--- src/rtl/remap_bank_cache.sv ---
// rtl/remap_bank_cache.sv - XOR-remapped banked read cache, multi-round conflict issue with lane broadcast.
// Define REMAP_CACHE_WBYPASS_EN to forward same-cycle write data to a colliding read.
module remap_bank_cache #(
  parameter int LBW    = 6,
  parameter int DBW    = 16,
  parameter int VSIZE  = 4,
  parameter int N_ICFG = 4,
  localparam int CV_BW   = $clog2(VSIZE),
  localparam int HBW     = LBW - CV_BW,
  localparam int ICFG_BW = $clog2(N_ICFG + 1),
  localparam int SBW     = $clog2(HBW + 1)
) (
  input  logic                            i_clk,
  input  logic                            i_rst,
  input  logic [N_ICFG-1:0][CV_BW-1:0]    i_xor_masks,
  input  logic [N_ICFG-1:0][SBW-1:0]      i_xor_shifts,
  input  logic                            ra_rdy,
  output logic                            ra_ack,
  input  logic [ICFG_BW-1:0]              i_rid,
  input  logic [VSIZE-1:0][LBW-1:0]       i_raddr,
  input  logic                            i_retire,
  input  logic [1:0]                      i_syst_type,
  output logic                            rd_rdy,
  input  logic                            rd_ack,
  output logic [1:0]                      o_syst_type,
  output logic [VSIZE-1:0][DBW-1:0]       o_rdata,
  output logic                            free_dval,
  output logic [ICFG_BW-1:0]              o_free_id,
  output logic [15:0]                     o_conflict_cnt,
  input  logic                            wad_dval,
  input  logic [ICFG_BW-1:0]              i_wid,
  input  logic [HBW-1:0]                  i_whiaddr,
  input  logic [VSIZE-1:0][DBW-1:0]       i_wdata
);

  localparam logic [1:0] S_IDLE  = 2'd0;
  localparam logic [1:0] S_ISSUE = 2'd1;
  localparam logic [1:0] S_DRAIN = 2'd2;
  localparam logic [1:0] S_OUT   = 2'd3;

  logic [1:0]                   state;
  logic [VSIZE-1:0][LBW-1:0]    addr_q;
  logic [ICFG_BW-1:0]           rid_q;
  logic                         retire_q;
  logic [VSIZE-1:0]             pending;
  logic [VSIZE-1:0]             served_q;
  logic [VSIZE-1:0][CV_BW-1:0]  lane_bank_q;
  logic [CV_BW:0]               rounds;

  logic [CV_BW-1:0]             rmask, wmask;
  logic [SBW-1:0]               rshift, wshift;
  logic [CV_BW-1:0]             wx;
  logic [VSIZE-1:0][CV_BW-1:0]  lane_bank;
  logic [VSIZE-1:0][HBW-1:0]    lane_row;
  logic [VSIZE-1:0][HBW-1:0]    bank_row;
  logic [VSIZE-1:0]             served;
  logic [VSIZE-1:0]             pending_nxt;
  logic [16:0]                  cnt_sum;

  logic [DBW-1:0]               mem [VSIZE][2**HBW];
  logic [DBW-1:0]               rd_word [VSIZE];
  logic [DBW-1:0]               bank_q [VSIZE];

  function automatic logic [CV_BW-1:0] xor_term(input logic [HBW-1:0] hi,
                                                input logic [CV_BW-1:0] mask,
                                                input logic [SBW-1:0] sh);
    logic [HBW-1:0] t;
    t = hi >> sh;
    return t[CV_BW-1:0] & mask;
  endfunction

  always_comb begin
    rmask  = '0;
    rshift = '0;
    wmask  = '0;
    wshift = '0;
    for (int c = 0; c < N_ICFG; c++) begin
      if (rid_q == ICFG_BW'(c)) begin
        rmask  = i_xor_masks[c];
        rshift = i_xor_shifts[c];
      end
      if (i_wid == ICFG_BW'(c)) begin
        wmask  = i_xor_masks[c];
        wshift = i_xor_shifts[c];
      end
    end
  end

  assign wx = xor_term(i_whiaddr, wmask, wshift);

  always_comb begin
    lane_bank = '0;
    lane_row  = '0;
    for (int l = 0; l < VSIZE; l++) begin
      lane_row[l]  = addr_q[l][LBW-1:CV_BW];
      lane_bank[l] = addr_q[l][CV_BW-1:0] ^ xor_term(lane_row[l], rmask, rshift);
    end
  end

  // Descending scan so the lowest pending lane owns each bank's row this round.
  always_comb begin
    bank_row = '0;
    served   = '0;
    for (int l = VSIZE - 1; l >= 0; l--) begin
      if (pending[l]) bank_row[lane_bank[l]] = lane_row[l];
    end
    for (int l = 0; l < VSIZE; l++) begin
      served[l] = pending[l] && (bank_row[lane_bank[l]] == lane_row[l]);
    end
  end

  assign pending_nxt = pending & ~served;
  assign cnt_sum     = {1'b0, o_conflict_cnt} + 17'(rounds) - 17'd1;

  // Lane l's write word lands in bank l^wx; XOR is its own inverse, so bank b takes lane b^wx.
  always_ff @(posedge i_clk) begin
    if (wad_dval) begin
      for (int b = 0; b < VSIZE; b++) begin
        mem[b][i_whiaddr] <= i_wdata[CV_BW'(b) ^ wx];
      end
    end
  end

`ifdef REMAP_CACHE_WBYPASS_EN
  always_comb begin
    for (int b = 0; b < VSIZE; b++) begin
      if (wad_dval && (i_whiaddr == bank_row[b])) rd_word[b] = i_wdata[CV_BW'(b) ^ wx];
      else                                       rd_word[b] = mem[b][bank_row[b]];
    end
  end
`else
  always_comb begin
    for (int b = 0; b < VSIZE; b++) begin
      rd_word[b] = mem[b][bank_row[b]];
    end
  end
`endif

  always_ff @(posedge i_clk) begin
    for (int b = 0; b < VSIZE; b++) begin
      bank_q[b] <= rd_word[b];
    end
  end

  assign rd_rdy = (state == S_OUT);
  assign ra_ack = ra_rdy && (state == S_IDLE) && !i_rst;

  always_ff @(posedge i_clk or posedge i_rst) begin
    if (i_rst) begin
      state          <= S_IDLE;
      addr_q         <= '0;
      rid_q          <= '0;
      retire_q       <= 1'b0;
      pending        <= '0;
      served_q       <= '0;
      lane_bank_q    <= '0;
      rounds         <= '0;
      o_syst_type    <= '0;
      o_rdata        <= '0;
      free_dval      <= 1'b0;
      o_free_id      <= '0;
      o_conflict_cnt <= '0;
    end else begin
      free_dval <= 1'b0;
      served_q  <= '0;
      // Previous round's bank words land in the lanes that round served.
      for (int l = 0; l < VSIZE; l++) begin
        if (served_q[l]) o_rdata[l] <= bank_q[lane_bank_q[l]];
      end
      case (state)
        S_IDLE: begin
          if (ra_rdy) begin
            addr_q      <= i_raddr;
            rid_q       <= i_rid;
            retire_q    <= i_retire;
            o_syst_type <= i_syst_type;
            pending     <= '1;
            rounds      <= '0;
            state       <= S_ISSUE;
          end
        end
        S_ISSUE: begin
          served_q    <= served;
          lane_bank_q <= lane_bank;
          pending     <= pending_nxt;
          rounds      <= rounds + (CV_BW + 1)'(1);
          if (pending_nxt == '0) state <= S_DRAIN;
        end
        S_DRAIN: begin
          o_conflict_cnt <= cnt_sum[16] ? 16'hFFFF : cnt_sum[15:0];
          state          <= S_OUT;
        end
        S_OUT: begin
          if (rd_ack) begin
            if (retire_q) begin
              free_dval <= 1'b1;
              o_free_id <= rid_q;
            end
            state <= S_IDLE;
          end
        end
        default: state <= S_IDLE;
      endcase
    end
  end

endmodule

--- config.mk ---
export PLATFORM = sky130hd
export DESIGN_NAME = remap_bank_cache
export DESIGN_NICKNAME = d
export VERILOG_FILES = /design/src/rtl/remap_bank_cache.sv
export SDC_FILE = /design/constraint.sdc
export NUM_CORES = 1
export LEC_CHECK = 0
export ABC_CLOCK_PERIOD_IN_PS = 6000
export CORE_MARGIN = 4
export CORE_UTILIZATION = 41
export CTS_CLUSTER_DIAMETER = 60
export DETAILED_ROUTE_END_ITERATION = 16
export PLACE_DENSITY = 0.64
export SYNTH_ARGS = -nofsm -noshare
export SYNTH_HDL_FRONTEND = slang
export SYNTH_SLANG_ARGS = --single-unit
--- constraint.sdc ---
create_clock -name i_clk -period 6 [get_ports i_clk]
set_input_delay 1.2 -clock i_clk [delete_from_list [all_inputs] [get_ports i_clk]]
set_output_delay 1.2 -clock i_clk [all_outputs]
set_load 0.05 [all_outputs]
==> results.md <==
- Top-area cell type share of the netlist area: 0.581
- Post-Syn Area per Cell: 13.7 sq um
- CTS H-tree depth: 3
- Antenna viol nets, final: 0
- CP Capture Type: flip-flop
- Most common cell after layout, fill and taps aside: edfxtp_1
- PortBufs: 213
- Share of layout cells above drive strength 1: 0.192
- CP Data Arrival Time: 6.18 ns
- RSZ-0062 raised after global routing: false
- Mapped Area: 52900 sq um
- Core Area: 128000 sq um
- Worst hold path class: flip-flop to flip-flop
- P&R area growth vs syn: 20.2%
- Worst r2r src: rid_q[0]$_DFFE_PP0P_
- Synth area leaders: edfxtp_1 58%, dfrtp_1 6.4%, mux4_2 5.7%
- Remaining DRCs: 0
- #FFs+latches synth: 1223
- Fin crit period: 5.59 ns
- Async set-or-reset flop fraction in the synthesized netlist: 0.110
- Register area share after synthesis: 0.669
- Top library cells by usage in the layout, fill and taps aside: 1024 x edfxtp_1, 734 x nand2_1, 293 x buf_4, 218 x nand3_1, 213 x clkdlybuf4s50_1
- Max cap viols: 0
- Synth Instances: 3857
- Status: complete, no violations
- Kind of critical path: input port to flip-flop
- Die extent in x: 367 um
- Ys flop type: edfxtp_1
- Final setup viols: 0
- Die ar.: 135000 sq um
- Final Hold Fails: 0
- First DRT Iteration DRCs: 4472
- Initial core utilization: 0.414
- FP Rows: 131
- Filler cell count: 10800
- GRT Overall Usage: 0.231
- Setup TNS: 0 ns
- Synth warn: 0
- Max-slew violation count: 0
- Routed WL per cell: 26.4 um
- Fmax: 0.179 GHz
- Hpwl dp: 98.9 mm
- Antenna violations before repair: 9
- Crit Path Max Fanout: 14
- Largest area contributor in the netlist: edfxtp_1
- First-pass DRT Iterations: 6
- Max clock buf depth: 3
- Startpoint types: input port
- Min-Delay Endpoint: o_free_id[2]$_DFFE_PP0P_
- First-pass GRT wire length: 231 mm
- FF-to-FF End: state[1]$_DFFE_PP0P_
- Avg Vias per Cell: 5.87
- Worst slew pin tran: 1.37 ns
- Vias in the first global route: 34000
- CTS Buf Count: 120
- Reg-to-reg slack, setup: 0.76 ns
- Cts-stage hold buffer count: 0
- Vias: 35500
- CTS resizes: 0
- Clock Root Buffer: clkbuf_16
- Total number of clock tree sinks: 1223
- Skew final: 0.0916 ns
- Drt total wl: 159 mm
- CTS tree: done
- Syn Nets: 4007
- Worst skew pair latency: 0.77 ns
- Die height: 367 um
- Netlist cell types: 90
- Post-CTS Setup Bufs: 0
- Period utilisation layout: 0.932
- Worst hold stages: 2
- Nets: 4417
- Final GP Congestion: 0.925
- Hold Crit Start: o_free_id[2]$_DFFE_PP0P_
- Reg clk slew, reported paths: 0.06 ns
- Post-synth EDFFs: 1024
- Num ports: 214
- Global route total overflow: 0
- R2r worst-path depth: 17
- Required time of the critical path: 6.59 ns
- Worst slew margin: 0.0605
- Largest net degree at the start of global routing: 129
worst max-delay path, cell delays in order:
cell and delay, ns:
clkdlybuf4s50_1 0.48, mux4_2 0.66, and3_1 0.25, o211a_1 0.23, buf_4 0.14, nor3_1 0.55
o21ai_0 0.24, buf_4 0.18, o41ai_1 0.58, a41oi_4 0.06, nor2_1 0.13, a21oi_1 0.06
xnor2_1 0.15, nand2_1 0.07, a2111oi_1 0.45, buf_4 0.20, o2111a_2 0.23, mux2_1 0.32
metal layers:
metal	wire, um	GRT usage
met5	28	0
met2	71400	0.356
met4	4110	0.0619
met1	67700	0.339
met3	15900	0.0410
registers in the layout, indices dropped and copies added, names as in the netlist:
| signal | flops |
|---|---|
| o_rdata | 64 |
| mem | 1024 |
| pending | 4 |
| rid_q | 3 |
| bank_q | 64 |
| lane_bank_q | 8 |
| state | 2 |
| o_syst_type | 2 |
| retire_q | 1 |
| o_conflict_cnt | 16 |
| served_q | 4 |
| rounds | 3 |
| free_dval | 1 |
| addr_q | 24 |
| o_free_id | 3 |
metrics by stage:
stage	instance area (sq um)	hold slack, ns	instances	worst slack [ns]	util
after CTS	63600	0.496	6035	0.514	0.498
after global placement	59400	0.469	5807	-0.236	0.465
after detailed placement	59400	0.482	5807	-0.220	0.465
after floorplan	52900	0.473	3857	0.735	-
after global routing	63600	0.515	6035	0.172	0.498
final	63600	0.490	6038	0.405	0.498
worst max path at each step:
stage	startpoint	endpoint	slack, ns	depth (start not counted)
after floorplan	i_xor_shifts[9]	state[1]$_DFFE_PP0P_	0.73	16
after global placement	i_xor_shifts[6]	state[1]$_DFFE_PP0P_	-0.24	17
after detailed placement	i_xor_shifts[6]	state[1]$_DFFE_PP0P_	-0.22	17
after CTS	i_xor_shifts[6]	state[1]$_DFFE_PP0P_	0.51	17
after global routing	i_xor_shifts[9]	state[1]$_DFFE_PP0P_	0.17	19
final	i_xor_shifts[6]	state[1]$_DFFE_PP0P_	0.41	18
kinds of logic after synthesis:
group,after synthesis,share of synthesized area
compound gates,601,0.0809
xor+xnor,31,0.00513
fa+ha+maj,24,0.00582
buf+inv,316,0.0234
flops,1223,0.669
mux,403,0.111
simple gates,1259,0.105
Yosys cell counts (39+ instances only):
master    number
nand3_1      218
nor2_1        83
and2_0        53
edfxtp_1    1024
a21oi_1       91
a211oi_1      92
nand2_1      736
buf_1         48
mux2_2       114
dfxtp_1       64
mux4_2       135
a31oi_1       70
clkbuf_1     190
o21ai_0       99
mux2i_1      153
and3_1        45
a311oi_1      88
inv_1         56
dfrtp_1      135
nor3_1        39
area by class of cell:
| class | count | area [sq um] | share of cell area |
|---|---|---|---|
| Timing Repair Buffer | 547 | 5150 | 0.0810 |
| Clock buffer | 171 | 3430 | 0.0538 |
| Clock inverter | 57 | 779 | 0.0123 |
| Antenna cell | 3 | 7.51 | 0.000118 |
| Multi-Input combinational cell | 2318 | 16600 | 0.260 |
| Tap cell | 1662 | 2080 | 0.0327 |
| Sequential cell | 1223 | 35400 | 0.556 |
| Inverter | 57 | 219 | 0.00344 |
Power is left out: the tool's default activity adds up to more than one toggle a clock period on the data nets, which glitch-free logic cannot reach.
